[src/rtl/regfile_wb_arbiter.sv]
// Writeback arbiter: shares the register-file write port between the ALU, MEM and MD sources.
// Macro WBARB_ROUND_ROBIN_EN selects round-robin arbitration; undefined gives fixed priority MEM > MD > ALU.
module regfile_wb_arbiter #(
  parameter int DATA_W  = 32,
  parameter int ADDR_W  = 5,
  parameter int DROP_R0 = 1
) (
  input  logic              CLK,
  input  logic              RESET,
  input  logic              Hold,
  input  logic              AluValid,
  input  logic [ADDR_W-1:0] AluReg,
  input  logic [DATA_W-1:0] AluData,
  output logic              AluReady,
  input  logic              MemValid,
  input  logic [ADDR_W-1:0] MemReg,
  input  logic [DATA_W-1:0] MemData,
  output logic              MemReady,
  input  logic              MdValid,
  input  logic [ADDR_W-1:0] MdReg,
  input  logic [DATA_W-1:0] MdData,
  output logic              MdReady,
  output logic              Write1,
  output logic [ADDR_W-1:0] WriteReg1,
  output logic [DATA_W-1:0] WriteData1,
  output logic              Conflict
);

  // Source vectors are ordered bit0 = ALU, bit1 = MEM, bit2 = MD.
  logic [2:0]        w_valid;
  logic [2:0]        w_gnt;
  logic              w_any_gnt;
  logic              w_multi;
  logic              w_drop;
  logic [ADDR_W-1:0] w_sel_reg;
  logic [DATA_W-1:0] w_sel_data;

  logic              r_write;
  logic [ADDR_W-1:0] r_reg;
  logic [DATA_W-1:0] r_data;
  logic              r_conflict;

  assign w_valid = {MdValid, MemValid, AluValid};
  assign w_multi = (w_valid[0] & w_valid[1]) | (w_valid[0] & w_valid[2]) | (w_valid[1] & w_valid[2]);

`ifdef WBARB_ROUND_ROBIN_EN
  typedef enum logic [1:0] {
    PTR_ALU = 2'd0,
    PTR_MEM = 2'd1,
    PTR_MD  = 2'd2
  } ptr_e;

  ptr_e r_ptr;
  ptr_e w_ptr_nxt;

  // Arbitration pointer register.
  always_ff @(posedge CLK or posedge RESET) begin
    if (RESET) begin
      r_ptr <= PTR_ALU;
    end else begin
      r_ptr <= w_ptr_nxt;
    end
  end

  // Round-robin search from the pointer; the pointer moves past the winner.
  always_comb begin
    w_gnt     = 3'b000;
    w_ptr_nxt = r_ptr;
    if (RESET || Hold) begin
      w_gnt = 3'b000;
    end else begin
      case (r_ptr)
        PTR_MEM: begin
          if      (w_valid[1]) w_gnt = 3'b010;
          else if (w_valid[2]) w_gnt = 3'b100;
          else if (w_valid[0]) w_gnt = 3'b001;
          else                 w_gnt = 3'b000;
        end
        PTR_MD: begin
          if      (w_valid[2]) w_gnt = 3'b100;
          else if (w_valid[0]) w_gnt = 3'b001;
          else if (w_valid[1]) w_gnt = 3'b010;
          else                 w_gnt = 3'b000;
        end
        default: begin
          if      (w_valid[0]) w_gnt = 3'b001;
          else if (w_valid[1]) w_gnt = 3'b010;
          else if (w_valid[2]) w_gnt = 3'b100;
          else                 w_gnt = 3'b000;
        end
      endcase
      case (w_gnt)
        3'b001:  w_ptr_nxt = PTR_MEM;
        3'b010:  w_ptr_nxt = PTR_MD;
        3'b100:  w_ptr_nxt = PTR_ALU;
        default: w_ptr_nxt = r_ptr;
      endcase
    end
  end
`else
  // Fixed priority MEM > MD > ALU.
  always_comb begin
    w_gnt = 3'b000;
    if (RESET || Hold) begin
      w_gnt = 3'b000;
    end else if (w_valid[1]) begin
      w_gnt = 3'b010;
    end else if (w_valid[2]) begin
      w_gnt = 3'b100;
    end else if (w_valid[0]) begin
      w_gnt = 3'b001;
    end else begin
      w_gnt = 3'b000;
    end
  end
`endif

  // Route the winner's register index and data toward the output register.
  always_comb begin
    w_sel_reg  = AluReg;
    w_sel_data = AluData;
    case (w_gnt)
      3'b010: begin
        w_sel_reg  = MemReg;
        w_sel_data = MemData;
      end
      3'b100: begin
        w_sel_reg  = MdReg;
        w_sel_data = MdData;
      end
      default: begin
        w_sel_reg  = AluReg;
        w_sel_data = AluData;
      end
    endcase
  end

  assign w_any_gnt = |w_gnt;
  assign w_drop    = (DROP_R0 != 0) && (w_sel_reg == {ADDR_W{1'b0}});

  // Register-0 writes are still acknowledged; only the write enable is suppressed.
  always_ff @(posedge CLK or posedge RESET) begin
    if (RESET) begin
      r_write    <= 1'b0;
      r_reg      <= {ADDR_W{1'b0}};
      r_data     <= {DATA_W{1'b0}};
      r_conflict <= 1'b0;
    end else begin
      r_conflict <= ~Hold & w_multi;
      if (w_any_gnt) begin
        r_write <= ~w_drop;
        r_reg   <= w_sel_reg;
        r_data  <= w_sel_data;
      end else begin
        r_write <= 1'b0;
      end
    end
  end

  assign AluReady   = w_gnt[0];
  assign MemReady   = w_gnt[1];
  assign MdReady    = w_gnt[2];
  assign Write1     = r_write;
  assign WriteReg1  = r_reg;
  assign WriteData1 = r_data;
  assign Conflict   = r_conflict;

endmodule

[config.mk]
export PLATFORM = sky130hd
export DESIGN_NAME = regfile_wb_arbiter
export DESIGN_NICKNAME = d
export VERILOG_FILES = /design/src/rtl/regfile_wb_arbiter.sv
export SDC_FILE = /design/constraint.sdc
export NUM_CORES = 1
export LEC_CHECK = 0
export BUFFER_PORTS_ARGS = -buffer_cell sky130_fd_sc_hd__buf_2
export CORE_ASPECT_RATIO = 2
export CORE_MARGIN = 3
export CORE_UTILIZATION = 39
export DETAILED_ROUTE_END_ITERATION = 10
export PLACE_DENSITY = 0.9
export SLEW_MARGIN = 30
export SYNTH_ARGS = -nofsm -noshare
export SYNTH_HDL_FRONTEND = slang
export SYNTH_SLANG_ARGS = --single-unit
[constraint.sdc]
create_clock -name CLK -period 1.5 [get_ports CLK]
set_input_delay 0.3 -clock CLK [delete_from_list [all_inputs] [get_ports CLK]]
set_output_delay 0.3 -clock CLK [all_outputs]
set_load 0.02 [all_outputs]
Word level (Yosys, flattened, before mapping)
Index checks and enable logic that the tools add are counted.
{ "word_totals": {"regBits": 39, "input_bits": 117, "out_inout_bits": 42, "elab_cells": 24} }
{ "op_classes": {"n_reduce_logical": 3, "eq_ne": 2, "muxes": 7, "n_bitwise": 8} }
{ "op_table": {"columns": ["op", "count"], "rows": [
  ["$pmux W32 S2", 1],
  ["$pmux W5 S2", 1],
  ["$mux W3", 3],
  ["$logic_not A5 Y1", 1],
  ["$and A1 B1 Y1", 4],
  ["$eq A3 B2 Y1 const B", 1],
  ["$eq A3 B3 Y1 const B", 1],
  ["$reduce_or A3 Y1", 1],
  ["$mux W1", 2],
  ["$not A1 Y1", 2],
  ["$or A1 B1 Y1", 2],
  ["$logic_or A1 B1 Y1", 1]
]} }

Logic depth before layout (Yosys ltp)
{ "depth": {"depth_word": 9, "mapped_depth": 7, "mapped_depth_nobuf": 5} }

Worst setup path after synthesis
OpenSTA, ideal clock, no wires.
{ "synth_path": {"path_type": "input port to flip-flop", "startpoint": "in RESET", "endpoint": "reg r_data[0], in the netlist WriteData1[0]", "required_ns": 1.418, "setup_time_ns": 0.082, "stages": 6, "n_path_buf": 2, "setup_slack_ns": 0.049, "arrival_time_ns": 1.369, "cell_sequence": "nor2_2 > and2_1 > buf_6 > clkbuf_1 > a22oi_1 > a31oi_1"} }
{ "synth_between": {"elab_chain_cells": 4, "word_cells_on_any_way": 6, "cone_classes": "2 x eq/ne; 2 x mux; 2 x reduce/logical"} }
{ "synth_rtl": {"columns": ["item", "line", "text"], "rows": [
  ["start: declaration", "9", "input logic RESET,"],
  ["$logic_or A1 B1 Y1 *", "104", "if (RESET || Hold) begin"],
  ["$mux W3 *", "104", null],
  ["via MemReady", "18", "output logic MemReady,"],
  ["$eq A3 B3 Y1 or $eq A3 B2 Y1 (tied branches)", "122", "case (w_gnt)"],
  ["$pmux W32 S2", "122", null],
  ["end signal: assignment", "146", "r_data <= {DATA_W{1'b0}};"],
  ["end signal: assignment", "153", "r_data <= w_sel_data;"],
  ["end: declaration", "40", "logic [DATA_W-1:0] r_data;"]
]} }
The timed path passes the listed nets; every way through them passes the cells marked *.
A chain may end at the register's enable or synchronous reset.

Worst setup path in the final report
{ "layout_path": {"startpoint": "in Hold", "endpoint": "out MdReady"} }
{ "layout_between": {"elab_chain_cells": 2} }
{ "layout_rtl": {"columns": ["item", "line", "text"], "rows": [
  ["start: declaration", "10", "input logic Hold,"],
  ["$logic_or A1 B1 Y1", "104", null],
  ["$mux W3", "104", null],
  ["end: declaration", "22", "output logic MdReady,"]
]} }
No other way between the ends.

==> results by group <==
Pwr
  • Psw: 1.05 mW
  • Sequential power share: 0.438
  • Comb pwr share: 0.334
  • Clk pwr share: 0.228
  • Power Dens Cells: 1020 nW/um2
  • Internal Power: 1.97 mW
  • Worst IR Drop VDD: 0.000718 V
  • LEAKAGE: 1.49 nW
  • Switching share of total power: 0.348
  • Tot Pwr: 3.02 mW

STA
  • Setup Viol. Count Final: 0
  • Crit path time final: 1.44 ns
  • WHS: 0.0893 ns
  • Fin. max-slew vios: 0
  • RSZ-0062 raised after global routing: no
  • Worst slew margin: 0.751
  • Setup tns final: 0 ns
  • Worst slew pin tran: 0.374 ns
  • Maximum clock rate: 695 MHz
  • Final Skew: 0 ns
  • Final critical-path share of the clock period: 0.960
  • Final Hold Fails: 0

Logic synthesis
  • Most frequent cell after synthesis: nand2_1
  • Post-synth EDFFs: 0
  • Top cell type by total area after synthesis: dfrtp_1
  • Netlist cell types: 21
  • Synth Net Count: 338
  • Yosys top cell area share: 0.503
  • Cell count after synthesis: 221
  • Ranking of synthesized cells by area: dfrtp_1, a22oi_1, a31oi_1
  • #FFs+latches synth: 39
  • FFs w/ async S/R, synth: 1.00
  • Warnings from Yosys: 0
  • Synth cell count leaders: nand2_1, dfrtp_1, nor2_1, a22oi_1, a31oi_1
  • Register area share after synthesis: 0.503
  • Ys flop type: dfrtp_1
  • Mapped Area: 1940 um2
  • Synthesized area per cell: 8.79 um2

Routing
  • Initial DRT Pass Iterations: 5
  • Routed len/inst: 15.4 um
  • Antenna Nets Post-Route: 0
  • DRT Wirelength: 6700 um
  • Vias: 2334
  • Initial DRC Count: 127
  • DRC: 0
  • Via/cell ratio: 5.37

Global route
  • First-pass GRT wire length: 10600 um
  • Vias in the first global route: 2365
  • Gr ovfl total: 0
  • Pin count of the biggest net entering global routing: 40
  • GRT Resource Usage Total: 0.225
  • Antenna violations before repair: 0

CTS
  • Hold buffer count at cts: 0
  • Longest Clk Path Bufs: 2
  • Clock root cell: clkbuf_8
  • Skew-Pair Late Insertion Delay: 0.29 ns
  • CTS clk-pin slew, worst paths: 0.07 ns
  • TritonCTS clock tree: built
  • Clock sink count: 39
  • H-tree levels: 2
  • CTS buffer count: 5

Worst setup path
  • Setup slack, reg-to-reg: 0.79 ns
  • Critical path's slowest cell: nor4b_2
  • Critical Path Max Stage Delay: 0.26 ns
  • Worst-path fanout max: 17
  • Worst Setup Start Kind: primary input
  • CP Class: in -> out
  • WP buf/inv: 4
  • CP Capture Type: output port
  • CP top delay family: buffers and inverters
  • Arrival time of the worst setup path: 1.14 ns
  • Critical Path, Cell by Cell: buf_2 > nor4b_2 > buf_4 > buf_12 > buf_6
  • Critical Path RT: 1.20 ns

Place
  • Port bufs: 158
  • Final Wtd Congestion: 0.855
  • DP Cell Count: 427
  • HPWL after DPL: 5280 um

Floorplanning
  • Rows: 35
  • Top Ports: 159
  • Initial core utilization: 0.414
  • Die area: 5910 um2
  • Die Ht: 106 um
  • Core Region: 4690 um2
  • Chip width: 55.9 um

Layout
  • Non-filler cells, final: 435
  • Diode count: 0
  • Filler cells: 419
  • Final net count: 496
  • Layout cells sized above 1: 0.479
  • Synth-to-Final Area Change: 52.1%
  • Core Util, Final: 0.630

Status
  • Status: finished clean

Flow run
  • Max Cap Viol: 0

Min path
  • Worst hold path type: in -> async
-- flip-flops by register name, summed over array words and instances, names as in the netlist --
signal,cells
WriteData1,32
WriteReg1,5
Conflict,1
Write1,1
-- tightest hold or removal path, cell delays in order --
cell,delay [ns]
buf_2,0.12
inv_1,0.09
buf_12,0.23
-- cells by family (layout without fill, tap and decap cells) --
group,Yosys count,count (layout),synth area share
and+or+nand+nor,85,85,0.172
AOI/OAI and AO/OA,76,76,0.271
DFF,39,39,0.503
buffers and inverters,21,180,0.0541
-- layer usage --
metal / GRT usage / vias to the layer above / wire, um
li1: - / 1121 / -
met1: 0.234 / 1059 / 2270
met2: 0.420 / 130 / 3700
met3: 0.0331 / 24 / 476
met4: 0.119 / 0 / 247
met5: 0 / - / 0
-- per-stage QoR --
| step | area, um2 | worst slack (ns) |
|---|---|---|
| floorplan | 1940 | 0.0490 |
| global placement | 2860 | -0.0874 |
| detailed placement | 2860 | -0.140 |
| CTS | 2950 | 0.00693 |
| global route | 2950 | 0.00198 |
| finish | 2950 | 0.0603 |
-- cells in the final DEF, fill, tap and decap left out, types with 2 or more instances in the layout --
cell type,count
buf_2,157
a21oi_1,4
nand3_1,3
buf_12,4
a41oi_1,2
nand2_1,40
a22oi_1,32
dfrtp_1,39
buf_6,2
a222oi_1,3
clkbuf_8,5
buf_4,8
clkbuf_1,2
nor2_1,37
a31oi_1,32
-- final cells by class --
class	count	area, um2	area share
clock buffers	7	76.3	0.0258
well taps	55	68.8	0.0233
inverters	1	3.75	0.00127
multi-input cells	161	876	0.296
flip-flops and latches	39	976	0.330
clock inverters	1	5.00	0.00169
repair buffers	171	948	0.321
-- final timing paths --
kind,from,end,cells past startpoint
setup / recovery,Hold,MdReady,5
hold / removal,RESET,Conflict,3
setup reg to reg,WriteReg1[2],WriteReg1[2],2
hold reg to reg,WriteReg1[3],WriteReg1[3],2
max in group asynchronous,RESET,WriteData1[15],3
min in group CLK,Hold,Conflict,2
-- repair_timing --
item,4_1_cts,5_1_grt
pin swaps,0,1
endpoints found under the hold margin,0,0
endpoints found under the setup margin,1,2
buffers inserted,0,0
resized for setup,2,3
-- power by group through the flow --
stage / Sequential [mW] / Clock [mW] / Combinational, mW
floorplan: 1.58 / 0 / 0.314
global placement: 1.34 / 0 / 0.988
detailed placement: 1.34 / 0 / 1.01
CTS: 1.32 / 0.710 / 1.02
global route: 1.35 / 0.745 / 1.10
finish: 1.32 / 0.687 / 1.01
Power figures use the tool's default switching activity.
